### config.mk
export PLATFORM = sky130hd
export DESIGN_NAME = issue_unit_flat
export DESIGN_NICKNAME = d
export VERILOG_FILES = /design/src/rtl/issue_unit_if.sv /design/src/rtl/issue_unit.sv /design/src/flat_wrapper.sv
export SDC_FILE = /design/constraint.sdc
export NUM_CORES = 1
export LEC_CHECK = 0
export ABC_AREA = 1
export BUFFER_PORTS_ARGS = -buffer_cell sky130_fd_sc_hd__buf_2
export CORE_AREA = 2 2 39 41
export CTS_BUF_LIST = sky130_fd_sc_hd__clkbuf_4 sky130_fd_sc_hd__clkbuf_8 sky130_fd_sc_hd__clkbuf_16
export CTS_CLUSTER_SIZE = 24
export DETAILED_ROUTE_END_ITERATION = 8
export DIE_AREA = 0 0 41 43
export PLACE_DENSITY_LB_ADDON = 0.08
export RECOVER_POWER = 100
export SLEW_MARGIN = 20
export SYNTH_ARGS = -nofsm -noshare
export SYNTH_HDL_FRONTEND = slang
export SYNTH_SLANG_ARGS = --single-unit
export TNS_END_PERCENT = 50
### constraint.sdc
create_clock -name Clk -period 1 [get_ports Clk]
set_input_delay 0.15 -clock Clk [delete_from_list [all_inputs] [get_ports Clk]]
set_output_delay 0.15 -clock Clk [all_outputs]
set_load 0.02 [all_outputs]
### src/rtl/issue_unit_if.sv
// Issue handshake between the issue queues and the issue unit.
// master = issue-queue side (drives ready flags); slave = issue unit (drives grants and status).
interface issue_unit_if;
    logic       IssInt_Rdy;
    logic       IssMul_Rdy;
    logic       IssDiv_Rdy;
    logic       IssLsb_Rdy;
    logic       Iss_Int;
    logic       Iss_Mult;
    logic       Iss_Div;
    logic       Iss_Lsb;
    logic [5:0] Iss_CdbSlotVec;
    logic       Iss_DivBusy;

    modport master (
        output IssInt_Rdy, IssMul_Rdy, IssDiv_Rdy, IssLsb_Rdy,
        input  Iss_Int, Iss_Mult, Iss_Div, Iss_Lsb, Iss_CdbSlotVec, Iss_DivBusy
    );

    modport slave (
        input  IssInt_Rdy, IssMul_Rdy, IssDiv_Rdy, IssLsb_Rdy,
        output Iss_Int, Iss_Mult, Iss_Div, Iss_Lsb, Iss_CdbSlotVec, Iss_DivBusy
    );
endinterface

### src/rtl/issue_unit.sv
// Issue arbiter: grants functional-unit queues so that no two results ever collide
// on the CDB, using a shifting reservation vector plus a non-pipelined divider counter.
module issue_unit (
    input  logic         Clk,
    input  logic         Resetb,
    issue_unit_if.slave  iss
);
    logic [5:0] slotReg;
    logic [5:0] slotShift;
    logic [5:0] slotNext;
    logic [2:0] divCountReg;
    logic [2:0] divCountNext;
    logic       lruLsbReg;      // 1: Lsb was the most recent Int/Lsb grant
    logic       lruLsbNext;
    logic       divBusy;
    logic       grantInt;
    logic       grantMult;
    logic       grantDiv;
    logic       grantLsb;

    // Reservation vector ages by one cycle every clock.
    genvar gi;
    generate
        for (gi = 0; gi < 5; gi++) begin : g_shift
            assign slotShift[gi] = slotReg[gi + 1];
        end
    endgenerate
    assign slotShift[5] = 1'b0;

    assign divBusy = (divCountReg != 3'd0);

    always_comb begin
        grantInt  = 1'b0;
        grantLsb  = 1'b0;
        grantDiv  = iss.IssDiv_Rdy & ~divBusy;
        // Slot[3] now becomes Slot[2] next cycle, exactly the bit a multiply would claim.
        grantMult = iss.IssMul_Rdy & ~slotReg[3];
        if (!slotReg[0]) begin
            if (iss.IssInt_Rdy && iss.IssLsb_Rdy) begin
                grantInt = lruLsbReg;
                grantLsb = ~lruLsbReg;
            end else begin
                grantInt = iss.IssInt_Rdy;
                grantLsb = iss.IssLsb_Rdy;
            end
        end
    end

    always_comb begin
        slotNext     = slotShift | {grantDiv, 2'b00, grantMult, 2'b00};
        divCountNext = divCountReg;
        if (grantDiv) begin
            divCountNext = 3'd6;
        end else if (divBusy) begin
            divCountNext = divCountReg - 3'd1;
        end
        lruLsbNext = lruLsbReg;
        if (grantLsb) begin
            lruLsbNext = 1'b1;
        end else if (grantInt) begin
            lruLsbNext = 1'b0;
        end
    end

    always_ff @(posedge Clk or negedge Resetb) begin
        if (!Resetb) begin
            slotReg     <= 6'b000000;
            divCountReg <= 3'd0;
            lruLsbReg   <= 1'b1;
        end else begin
            slotReg     <= slotNext;
            divCountReg <= divCountNext;
            lruLsbReg   <= lruLsbNext;
        end
    end

    assign iss.Iss_Int        = grantInt;
    assign iss.Iss_Mult       = grantMult;
    assign iss.Iss_Div        = grantDiv;
    assign iss.Iss_Lsb        = grantLsb;
    assign iss.Iss_CdbSlotVec = slotReg;
    assign iss.Iss_DivBusy    = divBusy;
endmodule

### src/flat_wrapper.sv
// flat-port wrapper written by rule: the top's interface ports become plain ports
module issue_unit_flat 
  (Clk, Resetb, iss_IssInt_Rdy, iss_IssMul_Rdy, iss_IssDiv_Rdy, iss_IssLsb_Rdy, iss_Iss_Int, iss_Iss_Mult, iss_Iss_Div, iss_Iss_Lsb, iss_Iss_CdbSlotVec, iss_Iss_DivBusy);
  issue_unit_if iss_i ();
  input  logic Clk;
  input  logic Resetb;
  input wire logic [$bits(iss_i.IssInt_Rdy)-1:0] iss_IssInt_Rdy;
  input wire logic [$bits(iss_i.IssMul_Rdy)-1:0] iss_IssMul_Rdy;
  input wire logic [$bits(iss_i.IssDiv_Rdy)-1:0] iss_IssDiv_Rdy;
  input wire logic [$bits(iss_i.IssLsb_Rdy)-1:0] iss_IssLsb_Rdy;
  output wire logic [$bits(iss_i.Iss_Int)-1:0] iss_Iss_Int;
  output wire logic [$bits(iss_i.Iss_Mult)-1:0] iss_Iss_Mult;
  output wire logic [$bits(iss_i.Iss_Div)-1:0] iss_Iss_Div;
  output wire logic [$bits(iss_i.Iss_Lsb)-1:0] iss_Iss_Lsb;
  output wire logic [$bits(iss_i.Iss_CdbSlotVec)-1:0] iss_Iss_CdbSlotVec;
  output wire logic [$bits(iss_i.Iss_DivBusy)-1:0] iss_Iss_DivBusy;
  assign iss_i.IssInt_Rdy = iss_IssInt_Rdy;
  assign iss_i.IssMul_Rdy = iss_IssMul_Rdy;
  assign iss_i.IssDiv_Rdy = iss_IssDiv_Rdy;
  assign iss_i.IssLsb_Rdy = iss_IssLsb_Rdy;
  assign iss_Iss_Int = iss_i.Iss_Int;
  assign iss_Iss_Mult = iss_i.Iss_Mult;
  assign iss_Iss_Div = iss_i.Iss_Div;
  assign iss_Iss_Lsb = iss_i.Iss_Lsb;
  assign iss_Iss_CdbSlotVec = iss_i.Iss_CdbSlotVec;
  assign iss_Iss_DivBusy = iss_i.Iss_DivBusy;
  issue_unit u_core (.Clk(Clk), .Resetb(Resetb), .iss(iss_i));
endmodule
# Word level (Yosys, flattened, before mapping)
# Index checks and enable logic that the tools add are counted.
# totals
regBits,10
input_bits,6
output_inout_bits,11
wordCells,22
# op_classes
add_sub_neg,1
mux,8
n_bitwise,6
n_reduce_logical,4
# ops
operator,count
1-bit two-way mux,6
3-bit two-way mux,2
5-bit by 6-bit OR with 6-bit output,1
2-bit nonzero test,2
1-bit NOT,3
3-bit nonzero test,1
"3-bit by 1-bit subtractor with 3-bit output, second input constant",1
1-bit bitwise AND,2
1-bit logical AND,1

# Longest topological paths before layout
# depth
depth_word,5
depth_mapped,6
depth_no_buf,6

# Worst setup path after synthesis
# No wires, ideal clock.
# synth_timing
path_type,register to output
startpoint,"register u_core.slotReg[0], in the netlist u_core.iss.Iss_CdbSlotVec[0]"
endpoint,output iss_Iss_Int
arrival_time_ns,0.968
required_ns,0.850
slack_ns,-0.118
stages_incl_launch_ff,3
path_buffers,0
cell_sequence,dfrtp_1 nor2_1 a21boi_1
# synth_via
elab_chain_len,1
# synth_rtl
item,line_no,text
start: declaration,issue_unit.sv:8,logic [5:0] slotReg;
start signal: assignment,issue_unit.sv:71,slotReg <= slotNext;
1-bit two-way mux,issue_unit.sv:38,if (!slotReg[0]) begin
end: declaration,flat_wrapper.sv:11,output wire logic [$bits(iss_i.Iss_Int)-1:0] iss_Iss_Int;
# No other way between the ends.

# Final worst setup path
# layout_timing
startpoint,register u_core.divCountReg[1]
endpoint,output iss_Iss_Div
# layout_via
elab_chain_len,3
# layout_rtl
item,line_no,text
start: declaration,issue_unit.sv:11,logic [2:0] divCountReg;
start signal: assignment,issue_unit.sv:72,divCountReg <= divCountNext;
3-bit nonzero test,issue_unit.sv:30,assign divBusy = (divCountReg != 3'd0);
1-bit NOT,issue_unit.sv:35,grantDiv = iss.IssDiv_Rdy & ~divBusy;
1-bit bitwise AND,issue_unit.sv:35,
end: declaration,flat_wrapper.sv:13,output wire logic [$bits(iss_i.Iss_Div)-1:0] iss_Iss_Div;
# No other way between the ends.

==> impl_summary.log <==
[metrics] placed wire-length estimate after detailed placement: 613.1 um
[metrics] root buffer selected by CTS: clkbuf_4
[metrics] final critical-path share of the clock period: 125.9%
[metrics] number of endpoints failing setup at the final stage: 8
[metrics] Slowest cell on crit path: dfrtp_1
[metrics] number of antenna violations at the first check in global routing: 0
[metrics] highest fanout seen on the critical path: 3
[metrics] DRC viols: 0
[metrics] Fmax: 794.3 MHz
[metrics] number of buffers inserted during clock tree synthesis: 3
[metrics] Worst Hold Class: in2reg
[metrics] final-layout setup total negative slack: -1.449 ns
[metrics] data required time of the worst path: 0.85 ns
[metrics] min cycle time layout: 1.259 ns
[metrics] max-slew violation count: 0
[metrics] leading cell types by count after synthesis: 11 x inv_1, 9 x dfrtp_1, 6 x nand2_1, 4 x buf_4, 3 x nor2_1
[metrics] Core Area: 0.001384 mm^2
[metrics] Syn Area/Cell: 9.557 um^2
[metrics] violations in the final reports: negative setup slack
[metrics] routed length per instance: 10.10 um
[metrics] area share of the largest cell type after synthesis: 50.14%
[metrics] RSZ-0062 raised after global routing: true
[metrics] Design Area, Final: 718.2 um^2
[metrics] number of flops mapped to enable cells by yosys: 0
[metrics] number of violations of the max-capacitance limit: 0
[metrics] first-pass iteration count of the detailed router: 2
[metrics] Worst Skew: 0.002121 ns
[metrics] total I/O pin count: 17
[metrics] via count of the first global-routing pass: 335
[metrics] largest net degree at the start of global routing: 11
[metrics] critical path's top delay family: flip-flops
[metrics] clock edge transition at the registers on the reported setup and hold paths: 0.07 ns
[metrics] transition time at the pin with the least slew margin: 0.5398 ns
[metrics] most frequently used cell type in the post-synthesis netlist: inv_1
[metrics] crit path launch type: flop
[metrics] Synth Warn #: 0
[metrics] final antenna diode count: 0
[metrics] FILL cells: 126
[metrics] cell chain of the critical path: inv_2, ha_4, nand3_4, inv_2, buf_6
[metrics] Max Buffers Root-to-Sink: 2
[metrics] Synth Instances: 47
[metrics] Die Span X: 41 um
[metrics] final net count: 82
[metrics] signal arrival time at the worst endpoint: 1.11 ns
[metrics] Peak VDD IR: 0.001571 V
[metrics] Total Routing Usage GR: 12.07%
[metrics] number of rows in the core area: 14
[metrics] number of nets still failing antenna checks after routing: 0
[metrics] Initial Utilization: 32.46%
[metrics] Initial DRC Count: 2
[metrics] biggest area consumer among synthesized cells: dfrtp_1
[metrics] Port-buffer cells: 16
[metrics] number of hold violations in the final report: 0
[metrics] setup ws final: -0.2590 ns
[metrics] CTS Sinks: 10
[metrics] utilization of the core after routing: 51.90%
[metrics] ys async rst share: 100.0%
[metrics] area post-placement: 573.1 um^2
[metrics] detailed-route wire length: 899 um
[metrics] total nets after synthesis: 55
[metrics] DIE AREA: 0.001763 mm^2
[metrics] synthesized flop and latch total: 10
[metrics] cell occurring most often along the worst timing path: inv_2
[metrics] run status: finished with violations
[metrics] Placement Setup Slack: -0.05899 ns
[metrics] area of the mapped netlist: 449.2 um^2
[metrics] top cells by area, synth: dfrtp_1 50%, inv_1 9.2%, buf_4 6.7%
[metrics] per-cell via count in the routed design: 4.236
[metrics] Buffers & Inverters on Critical Path: 3
[metrics] CTS tree: built
[metrics] Leak: 0.3897 nW
[metrics] longest individual stage delay on the worst path: 0.37 ns
[metrics] P per Cell Area: 2712 mW/mm^2
[metrics] final estimated routing congestion in global placement: 0.6562
[metrics] Area growth syn-to-layout: 59.89%
[metrics] primary flip-flop cell chosen by synthesis mapping: dfrtp_1
[metrics] insertion delay of the later-clocked pin in the worst-skew pair: 0.26 ns
[metrics] vias: 377
[metrics] number of levels the H-tree was split into: 1
[metrics] die outline height: 43 um
[metrics] classification of the worst setup path: reg2out
[metrics] Critical Path End Type: output port
[metrics] proportion of layout cells with a drive suffix above 1: 61.64%
[metrics] Cell variety after synth: 16
[metrics] leftover overflow at the end of global routing: 0
[metrics] Seq/Total Area, Yosys: 55.99%
[metrics] Rel. slew slack: 64.01%
[metrics] wire length of the first global-routing pass: 1331 um
-- path summary, 6_finish.rpt --
| check | start | endpoint | slack [ns] | depth (start not counted) |
|---|---|---|---|---|
| setup / recovery | u_core.divCountReg[1] | iss_Iss_Div | -0.26 | 5 |
| hold / removal | iss_IssMul_Rdy | u_core.iss.Iss_CdbSlotVec[2] | 0.1 | 2 |
| setup reg to reg | u_core.divCountReg[1] | u_core.divCountReg[2] | -0.23 | 7 |
| hold reg to reg | u_core.iss.Iss_CdbSlotVec[4] | u_core.iss.Iss_CdbSlotVec[3] | 0.38 | 0 |
| max in group asynchronous | Resetb | u_core.lruLsbReg | 0.26 | 2 |
| min in group asynchronous | Resetb | u_core.iss.Iss_CdbSlotVec[1] | 0.37 | 2 |
-- area by class of cell --
cell class | instances | area (um^2) | share of cell area [%]
clock buffers | 4 | 36.28 | 5.052
repair buffers | 26 | 196.4 | 27.35
flip-flops and latches | 10 | 251.5 | 35.02
well taps | 16 | 20.02 | 2.787
inverters | 12 | 45.04 | 6.272
multi-input cells | 21 | 168.9 | 23.52
-- state kept, by name, indices dropped and copies added, names as in the netlist --
signal and count:
u_core.iss.Iss_CdbSlotVec 6, u_core.divCountReg 3, u_core.lruLsbReg 1
-- layout by cell type (no fill, tap or decap), drive strengths merged --
master / Yosys / layout
buf: 4 / 24
inv: 12 / 12
dfrtp: 9 / 9
nand2: 7 / 7
clkbuf: 0 / 5
nand3: 3 / 3
nor2: 3 / 3
o21ai: 3 / 3
ha: 2 / 2
a21boi: 1 / 1
or2: 1 / 1
a21oi: 1 / 1
dlygate4sd3: 0 / 1
dfstp: 1 / 1
-- cells by family after synthesis --
group	share of synthesized area, %
buf+inv	16.71
simple gates	14.76
flops	55.99
compound gates	6.964
fa+ha+maj	5.570
-- routing by layer --
layer	GRT usage (%)	up-vias	wire length [um]	part of all wire (%)
met5	0	-	0	0
met4	6.000	0	0	0
met3	7.853	0	75	8.3
met2	17.81	15	505	56
met1	12.62	172	318	35
li1	-	190	-	-
-- power by group --
| part | switching, mW | internal, mW |
|---|---|---|
| Combinational | 0.492 | 0.495 |
| Clock | 0.142 | 0.221 |
| Sequential | 0.0661 | 0.532 |
-- timing repair --
action,in CTS,in global routing
endpoints found under the setup margin,6,12
hold endpoints to repair,10,0
setup buffers,3,2
pin swaps,4,1
resized for setup,10,10
hold buffers,1,0
gates cloned,0,0
-- metrics by stage --
step	std cells	hold slack [ns]	power [mW]
finish	89	0.09545	1.948
global placement	79	0.02652	1.364
global route	89	0.08023	2.123
CTS	87	0.08902	1.872
floorplan	47	-0.1456	1.126
detailed placement	79	0.02242	1.359
No activity file was read; power rests on OpenSTA's default activity.
